**src/rtl/vlib_pipe_pkg.sv**
```systemverilog
// Shared helpers for the elastic pipeline library.
// clog2_occ(depth): number of bits needed to count 0..depth valid stages.
package vlib_pipe_pkg;

    function automatic int clog2_occ(input int depth);
        int w;
        w = 1;
        for (int k = 1; k < 32; k++) begin
            if ((1 << w) < depth + 1) begin
                w = w + 1;
            end
        end
        return w;
    endfunction

endpackage

```
**src/rtl/pipe_elastic_stage.sv**
```systemverilog
// One stage of the elastic pipeline: a valid bit plus a data register.
// Ports:
//   clk, rst     - rising-edge clock, synchronous active-high reset
//   flush        - clears the valid bit at the next edge (data kept)
//   src_vld/data - valid bit and data of the stage feeding this one
//   adv          - this stage loads from its source this cycle
//   vld, data    - registered stage contents
module pipe_elastic_stage #(
    parameter int WID = 8
) (
    input  logic           clk,
    input  logic           rst,
    input  logic           flush,
    input  logic           src_vld,
    input  logic [WID-1:0] src_data,
    input  logic           adv,
    output logic           vld,
    output logic [WID-1:0] data
);

    logic           vld_d, vld_q;
    logic [WID-1:0] data_d, data_q;

    always_comb begin
        vld_d  = vld_q;
        data_d = data_q;
        if (adv) begin
            vld_d = src_vld;
            // Only valid data is ever captured, so bubbles never carry junk.
            if (src_vld) begin
                data_d = src_data;
            end
        end
        if (flush) begin
            vld_d = 1'b0;
        end
    end

    always_ff @(posedge clk) begin
        if (rst) begin
            vld_q  <= 1'b0;
            data_q <= '0;
        end else begin
            vld_q  <= vld_d;
            data_q <= data_d;
        end
    end

    assign vld  = vld_q;
    assign data = data_q;

endmodule

```
**src/rtl/pipe_elastic.sv**
```systemverilog
// Elastic pipeline of DEPTH register stages with valid/ready handshakes on
// both sides, bubble collapsing, synchronous flush and a registered
// occupancy count.
// Ports:
//   clk, rst          - rising-edge clock, synchronous active-high reset
//   flush             - discard all in-flight entries at the next edge
//   in_vld/in_rdy     - upstream handshake, in_data is the payload
//   out_vld/out_rdy   - downstream handshake, out_data is the last stage
//   occ               - number of valid stages (registered)
module pipe_elastic
    import vlib_pipe_pkg::*;
#(
    parameter int DEPTH = 4,
    parameter int WID   = 8
) (
    input  logic                          clk,
    input  logic                          rst,
    input  logic                          flush,
    input  logic                          in_vld,
    output logic                          in_rdy,
    input  logic [WID-1:0]                in_data,
    output logic                          out_vld,
    input  logic                          out_rdy,
    output logic [WID-1:0]                out_data,
    output logic [clog2_occ(DEPTH)-1:0]   occ
);

    localparam int OCC_W = clog2_occ(DEPTH);

    logic [DEPTH-1:0] vld;
    logic [DEPTH-1:0] adv;
    logic [DEPTH-1:0] src_vld;
    logic [WID-1:0]   data     [DEPTH];
    logic [WID-1:0]   src_data [DEPTH];

    logic             in_xfer;
    logic             out_xfer;
    logic [OCC_W-1:0] occ_d, occ_q;

    genvar i;
    generate
        for (i = 0; i < DEPTH; i++) begin : g_stage
            // Stage i advances when any stage from i to the output is empty
            // or the output is draining: the unrolled form of the ready
            // chain, so a hole anywhere downstream pulls everything behind
            // it forward in the same cycle.
            assign adv[i] = out_rdy || !(&vld[DEPTH-1:i]);

            if (i == 0) begin : g_head
                assign src_vld[i]  = in_xfer;
                assign src_data[i] = in_data;
            end else begin : g_body
                assign src_vld[i]  = vld[i-1];
                assign src_data[i] = data[i-1];
            end

            pipe_elastic_stage #(
                .WID (WID)
            ) u_stage (
                .clk      (clk),
                .rst      (rst),
                .flush    (flush),
                .src_vld  (src_vld[i]),
                .src_data (src_data[i]),
                .adv      (adv[i]),
                .vld      (vld[i]),
                .data     (data[i])
            );
        end
    endgenerate

    assign in_rdy   = adv[0] && !flush;
    assign in_xfer  = in_vld && in_rdy;
    assign out_vld  = vld[DEPTH-1];
    assign out_data = data[DEPTH-1];
    assign out_xfer = out_vld && out_rdy;

    // Tracking transfers keeps occ equal to the popcount of the next valid
    // vector without a wide adder tree.
    always_comb begin
        occ_d = occ_q + OCC_W'(in_xfer) - OCC_W'(out_xfer);
        if (flush) begin
            occ_d = '0;
        end
    end

    always_ff @(posedge clk) begin
        if (rst) begin
            occ_q <= '0;
        end else begin
            occ_q <= occ_d;
        end
    end

    assign occ = occ_q;

endmodule

```
**config.mk**
```make
export PLATFORM = sky130hd
export DESIGN_NAME = pipe_elastic
export DESIGN_NICKNAME = d
export VERILOG_FILES = /design/src/rtl/vlib_pipe_pkg.sv /design/src/rtl/pipe_elastic_stage.sv /design/src/rtl/pipe_elastic.sv
export SDC_FILE = /design/constraint.sdc
export NUM_CORES = 1
export LEC_CHECK = 0
export ABC_AREA = 1
export CORE_MARGIN = 2
export CORE_UTILIZATION = 35
export DETAILED_ROUTE_END_ITERATION = 16
export PLACE_DENSITY = 0.51
export SYNTH_ARGS = -nofsm -noshare
export SYNTH_HDL_FRONTEND = slang
export SYNTH_HIERARCHICAL = 1
export SYNTH_SLANG_ARGS = --single-unit
```
**constraint.sdc**
```tcl
create_clock -name clk -period 2 [get_ports clk]
set_input_delay 0.4 -clock clk [delete_from_list [all_inputs] [get_ports clk]]
set_output_delay 0.4 -clock clk [all_outputs]
set_load 0.005 [all_outputs]
```
==> metrics.md, run 1 <==
| Metric | Value |
|---|---|
| First-pass GRT wire length | 5520 um |
| Critical path startpoint category | flop |
| FF+latch count, synth | 39 |
| Congestion Overflow GR | 0 |
| Routed wire per std cell | 8.435 um |
| Met2 wire len | 1175 um |
| Unrepaired setup endpoints after global routing | false |
| Initial antenna violation count | 0 |
| IO buf count | 25 |
| Delay-heaviest family, CP | adder cells |
| VDD IR max | 431.7 uV |
| Iteration-0 DRC count of the detailed router | 107 |
| Area grow syn2layout | 24.95% |
| Crit path launch | g_stage[2].u_stage/vld |
| Antenna violation net count after detailed routing | 0 |
| Power per cell area | 654.9 nW/um^2 |
| Total global-route track usage | 12.62% |
| Worst Skew | 0.01068 ns |
| CTS buffer count | 5 |
| Antenna Diode Count | 0 |
| Least-Margin Pin Slew | 0.3416 ns |
| Share of cells above drive strength 1 | 15.61% |
| Worst Hold Class | reg2reg |
| Worst path most repeated cell | inv_1 |
| LEAKAGE | 1.233 nW |
| Slew headroom | 77.16% |
| Fmax | 545.0 MHz |
| CP required | 2.20 ns |
| Starting Density | 37.06% |
| Layout Nets | 317 |
| Bufs and invs on worst path | 3 |
| Cells after Synth | 266 |
| Worst-path fanout max | 2 |
| Max Used Layer | met4 |
| Die height | 75.43 um |
| Setup ws final | 0.1650 ns |
| Place WS | -0.4676 ns |
| Outcome | finished clean |
| Final Hold Viols | 0 |
| Detailed Routing Iterations Pass 1 | 4 |
| Pins Over Slew Limit | 0 |
| Synthesized area | 1785 sq um |
| Worst r2r src | g_stage[2].u_stage/vld |
| Hold_buf cts | 0 |
| Crit path cell chain | nand2_2, nor2_4, nand2_4, nand3_4, ha_1, inv_1, ha_1, inv_1, fa_2, inv_1, nand2_2, a21oi_2, nor2_1 |
| Number of global-route vias before repair | 1203 |
| Die width | 75.43 um |
| YS warnings | 6 |
| Syn_nets | 282 |
| CP max stage cell | dfxtp_2 |
| DR vias | 1384 |
| Hold Startpoint | g_stage[1].u_stage/data[5] |
| Final Critical Period | 1.835 ns |
| GPL Wtd Cong | 0.7109 |
| Htree depth | 2 |
| # IOs | 26 |
| Synth cell types | 18 |
| Fin crit share | 91.75% |
| Kind of critical path | reg2reg |
| Non-filler cells, final | 368 |
| CP Capture Type | flop |
| WP data arrival | 2.03 ns |
| Clk sinks | 39 |
| TritonCTS clock tree | built |
| Post-CTS Setup Inserts | 0 |
| Clock transition at path regs | 0.08 ns |
| Max-cap violations | 0 |
| Final setup viols | 0 |
| Drt total wl | 3104 um |
| DIE AREA | 5689 sq um |
| Longest Clk Path Bufs | 2 |
| Core Util, Final | 46.31% |
| Root Driver | clkbuf_8 |
| Largest net degree at the start of global routing | 18 |
| Vias per Instance | 3.761 |
| Avg Cell Area, Syn | 6.712 sq um |
| Inst Count DP | 361 |
| Site row count | 25 |
| DRC viols | 0 |
| Wire length on met3 | 124 um |
| M1 wire length | 1764 um |
| DP Wirelength | 2076 um |
| Core area | 4817 sq um |
| Post-synthesis sequential area ratio | 43.73% |
| Worst path max stage delay | 0.34 ns |
| Clock latency on the worst-skew pair | 0.29 ns |
[layer usage]
metal,GRT usage (%),vias up
li1,-,820
met1,17.75,536
met2,17.49,23
met3,5.159,5
met4,4.094,0
met5,0,-
[cells by family (layout without fill, tap and decap cells)]
group           count (synthesis)  after routing  synth area share, %
simple gates                  157            157                36.51
compound gates                  5              5                2.242
flops                          39             39                43.73
fa+ha+maj                       3              3                2.523
buf+inv                        62             97                15.00
[placed cells by master, fill, tap and decap left out, types with 5 or more instances in the layout]
| cell type | synthesis | routed |
|---|---|---|
| a21oi_2 | 4 | 5 |
| clkinv_2 | 4 | 5 |
| clkdlybuf4s50_1 | 0 | 21 |
| nand2_1 | 76 | 75 |
| nor2_1 | 64 | 64 |
| clkbuf_8 | 0 | 6 |
| inv_1 | 51 | 50 |
| buf_4 | 0 | 7 |
| nand2_2 | 9 | 10 |
| dfxtp_1 | 39 | 36 |
[power by group]
part | internal, mW | leakage, nW | switching, mW | total [mW]
registers | 0.797 | 0.318 | 0.0109 | 0.808
clock network | 0.271 | 0.0470 | 0.268 | 0.539
logic | 0.0522 | 0.867 | 0.0619 | 0.114
total | 1.12 | 1.23 | 0.341 | 1.46
[layout make-up]
cell class / instances / area (sq um)
clock buffers: 6 / 82.58
repair buffers: 32 / 306.5
fillers: 526 / 2586
flip-flops and latches: 39 / 784.5
inverters: 58 / 222.7
clock inverters: 1 / 5.005
well taps: 67 / 83.83
multi-input cells: 165 / 745.7
[Yosys cell counts]
cell type  instances  area, sq um
a21oi_1            1        5.000
a21oi_2            4        35.03
buf_6              4        45.04
clkinv_1           1        3.750
clkinv_2           4        20.02
dfxtp_1           39        780.8
fa_1               1        20.02
ha_1               2        25.02
inv_1             51        191.4
inv_2              2        7.510
nand2_1           76        285.3
nand2_2            9        56.30
nand2_4            1        11.26
nand3_1            1        5.000
nand3_4            1        17.52
nor2_1            64        240.2
nor2_2             4        25.02
nor2_4             1        11.26
[worst paths after layout]
check / to / slack, ns / cells after the start
max reg2reg: occ[2] / 0.17 / 13
min reg2reg: g_stage[2].u_stage/data[5] / 0.48 / 2
min: g_stage[2].u_stage/data[5] / 0.48 / 2
max: occ[2] / 0.17 / 13
[worst reg2reg max path, stage by stage, from the launching register on]
cell and delay [ns]:
dfxtp_2 0.34, nand2_2 0.07, nor2_4 0.12, nand2_4 0.07, nand3_4 0.06, ha_1 0.22
inv_1 0.05, ha_1 0.12, inv_1 0.05, fa_2 0.34, inv_1 0.07, nand2_2 0.05
a21oi_2 0.13, nor2_1 0.05
[timing repair]
action,in CTS,in global routing
pin swaps,1,2
resized for setup,6,6
endpoints found under the setup margin,2,2
[per-stage QoR]
stage	total power, mW	cell area, sq um	hold slack, ns	setup TNS, ns
after CTS	1.481	2217	0.4845	0
final	1.461	2231	0.4821	0
after global placement	0.9429	2127	0.4659	-0.8635
after detailed placement	0.9425	2127	0.4720	-0.9664
after floorplan	0.8938	1785	0.4547	0
after global routing	1.532	2231	0.5033	0
[state kept, by name, indices dropped and copies added (netlist names)]
register / flops
g_stage.u_stage/data: 32
g_stage.u_stage/vld: 4
occ: 3
(Power assumes the default switching activity.)
==> inputs of run 2 (changes only) <==
--- a/config.mk
+++ b/config.mk
@@ -8,6 +8,7 @@
 export ABC_AREA = 1
 export CORE_MARGIN = 2
 export CORE_UTILIZATION = 35
+export CTS_CLUSTER_DIAMETER = 120
 export DETAILED_ROUTE_END_ITERATION = 16
 export PLACE_DENSITY = 0.51
 export SYNTH_ARGS = -nofsm -noshare
==> constraint.sdc (replaced) <==
create_clock -name clk -period 2 [get_ports clk]
set_input_delay 0.2 -clock clk [delete_from_list [all_inputs] [get_ports clk]]
set_output_delay 0.2 -clock clk [all_outputs]
set_load 0.005 [all_outputs]
==> run 2 against run 1 <==
- clock-buffer cell count is 1 higher
- worst hold slack worse by 0.076 ns
- final area is 1.6% higher
- clock power is 5.8% lower
- power is 1.6% lower
- wire length is 2.3% higher
- via count is 0.79% higher
- highest routed layer unchanged
==> metrics.md, run 2 (same netlist as run 1, synthesis figures left out) <==
| Metric | Value |
|---|---|
| Outcome | finished clean |
| LEAKAGE | 1.229 nW (-0.30%) |
| Commonest non-fill, non-tap cell in the layout | nand2_1 |
| DP Wirelength | 2077 um (about the same) |
| Least-Margin Pin Slew | 0.3404 ns (-0.001160 ns) |
| Iteration-0 DRC count of the detailed router | 51 (-52%) |
| DR vias | 1395 (+0.79%) |
| WHS | 0.4061 ns (-0.07595 ns) |
| Antenna Diode Count | 0 (unchanged) |
| DRC viols | 0 (unchanged) |
| WP data arrival | 2.08 ns (+0.05 ns) |
| Hold depth | 6 (+4) |
| Hold Startpoint | out_rdy |
| Fin crit share | 94.17% (+2.4 points) |
| Worst r2r src | g_stage[2].u_stage/vld |
| Core Util, Final | 47.06% (+0.75 points) |
| Slew headroom | 77.22% (about the same) |
| Starting Density | 37.06% (unchanged) |
| CP required | 2.19 ns (about the same) |
| Max FFs per register | 32 (unchanged) |
| DIE AREA | 5689 sq um (unchanged) |
| Antenna violation net count after detailed routing | 0 (unchanged) |
| Die height | 75.43 um (unchanged) |
| Final setup viols | 0 (unchanged) |
| Longest Clk Path Bufs | 2 (unchanged) |
| IO buf count | 25 (unchanged) |
| Drt total wl | 3175 um (+2.3%) |
| Root Driver | clkbuf_8 |
| Kind of critical path | reg2reg |
| Largest net degree at the start of global routing | 18 (unchanged) |
| Setup ws final | 0.1167 ns (-0.04832 ns) |
| Core area | 4817 sq um (unchanged) |
| Fmax | 531.0 MHz (-2.6%) |
| First-pass GRT wire length | 5319 um (-3.6%) |
| Bufs and invs on worst path | 3 (unchanged) |
| Clk sinks | 39 (unchanged) |
| Die width | 75.43 um (unchanged) |
| Fill count | 527 (+0.19%) |
| Routed wire per std cell | 8.558 um (+1.5%) |
| Detailed Routing Iterations Pass 1 | 4 (unchanged) |
| Final Critical Period | 1.883 ns (+0.04832 ns) |
| TritonCTS clock tree | built |
| Placed instance area | 2135 sq um (+0.35%) |
| Worst Hold Class | in2reg |
| Delay-heaviest family, CP | adder cells |
| FF-to-FF End | occ[2] |
| Place WS | -0.2679 ns (+0.1997 ns) |
| Htree depth | 2 (unchanged) |
| Worst r2r path cells | 13 (unchanged) |
| VDD IR max | 313.6 uV (-27%) |
| # IOs | 26 (unchanged) |
| Pins Over Slew Limit | 0 (unchanged) |
| Critical path startpoint category | flop |
| Number of global-route vias before repair | 1226 (+1.9%) |
| Worst path most repeated cell | inv_2 |
| Final Hold Viols | 0 (unchanged) |
| Vias per Instance | 3.760 (about the same) |
| Initial antenna violation count | 0 (unchanged) |
| Clock transition at path regs | 0.08 ns (about the same) |
| Power per cell area | 634.2 nW/um^2 (-3.2%) |
| Layout Nets | 319 (+0.63%) |
| CP max stage cell | fa_2 |
| CP Capture Type | flop |
| Non-Filler Cell Area, Final | 2267 sq um (+1.6%) |
| Worst-path fanout max | 2 (unchanged) |
| Hold EP | g_stage[3].u_stage/vld |
| R2R Setup Slk | 0.12 ns (-0.05 ns) |
| Crit path cell chain | nand2_2, nor2_4, nand2_4, nand3_4, ha_4, inv_2, ha_4, inv_2, fa_2, inv_2, nand2_2, a21oi_2, nor2_1 |
| Congestion Overflow GR | 0 (unchanged) |
| Most frequent cells in the layout | nand2_1, nor2_1, inv_1, dfxtp_1, clkdlybuf4s50_1 |
| Share of cells above drive strength 1 | 17.11% (+1.5 points) |
| Max-cap violations | 0 (unchanged) |
| GPL Wtd Cong | 0.7040 (-0.97%) |
| Site row count | 25 (unchanged) |
| Worst path max stage delay | 0.36 ns (+0.02 ns) |
| CTS buffer count | 5 (unchanged) |
| Clock latency on the worst-skew pair | 0.29 ns (about the same) |
| Area grow syn2layout | 26.98% |
| Worst Skew | 0.005154 ns (-0.005530 ns) |
| Total global-route track usage | 12.21% (-0.41 points) |
[run 2: changes by cell type in the layout (fill, tap and decap cells not counted), moves of 2 or more]
| cell | change |
|---|---|
| buf_4 | +2 |
| clkbuf_1 | +2 |
| clkdlybuf4s50_1 | +3 |
| ha_1 | -2 |
| ha_4 | +2 |
| inv_1 | -2 |
| inv_2 | +2 |
[run 2: per-layer routing]
metal  share of wire (%)  track usage [%]
met1                  55            17.31
met2                  39            16.62
met3                 4.5            3.968
met4                0.91            5.848
met5                   0                0
[run 2: metrics by stage]
step,std cells,total power [mW],TNS [ns]
after floorplan,266,0.8938,0
final,371,1.438,0
after detailed placement,362,0.9427,-0.3577
after global routing,371,1.516,-0.02960
after global placement,362,0.9434,-0.2852
after CTS,370,1.459,0
[run 2: worst max-delay path by stage]
stage | start | slack (ns) | cells past startpoint | endpoint
finish | g_stage[2].u_stage/vld | 0.12 | 13 | occ[2]
global route | g_stage[3].u_stage/vld | -0.03 | 14 | occ[2]
CTS | out_rdy | 0.05 | 13 | occ[2]
detailed placement | out_rdy | -0.27 | 13 | occ[2]
global placement | out_rdy | -0.23 | 13 | occ[2]
floorplan | g_stage[3].u_stage/vld | 0.08 | 13 | occ[2]
[run 2: power breakdown]
| part | internal (mW) | switching, mW |
|---|---|---|
| Clock | 0.245 | 0.263 |
| Combinational | 0.0566 | 0.0644 |
| Sequential | 0.797 | 0.0113 |
[run 2: final cells by class]
type                            count  area [sq um]  area share, %
Clock inverter                      1         5.005         0.2208
Multi-Input combinational cell    165         775.7          34.22
Tap cell                           67         83.83          3.698
Inverter                           58         222.7          9.823
Clock buffer                        7         76.32          3.366
Sequential cell                    39         783.3          34.55
Timing Repair Buffer               34         320.3          14.13
[run 2: worst reg2reg max path, cell delays in order (launching register included)]
cell,delay (ns)
dfxtp_2,0.34
nand2_2,0.07
nor2_4,0.14
nand2_4,0.07
nand3_4,0.07
ha_4,0.20
inv_2,0.06
ha_4,0.12
inv_2,0.03
fa_2,0.36
inv_2,0.06
nand2_2,0.06
a21oi_2,0.15
nor2_1,0.05
[run 2: what timing repair did]
item                       4_1_cts  5_1_grt
setup endpoints to repair        0        1
gates resized for setup          0       13
hold endpoints to repair         0        0
setup buffers                    0        1
hold buffers                     0        0
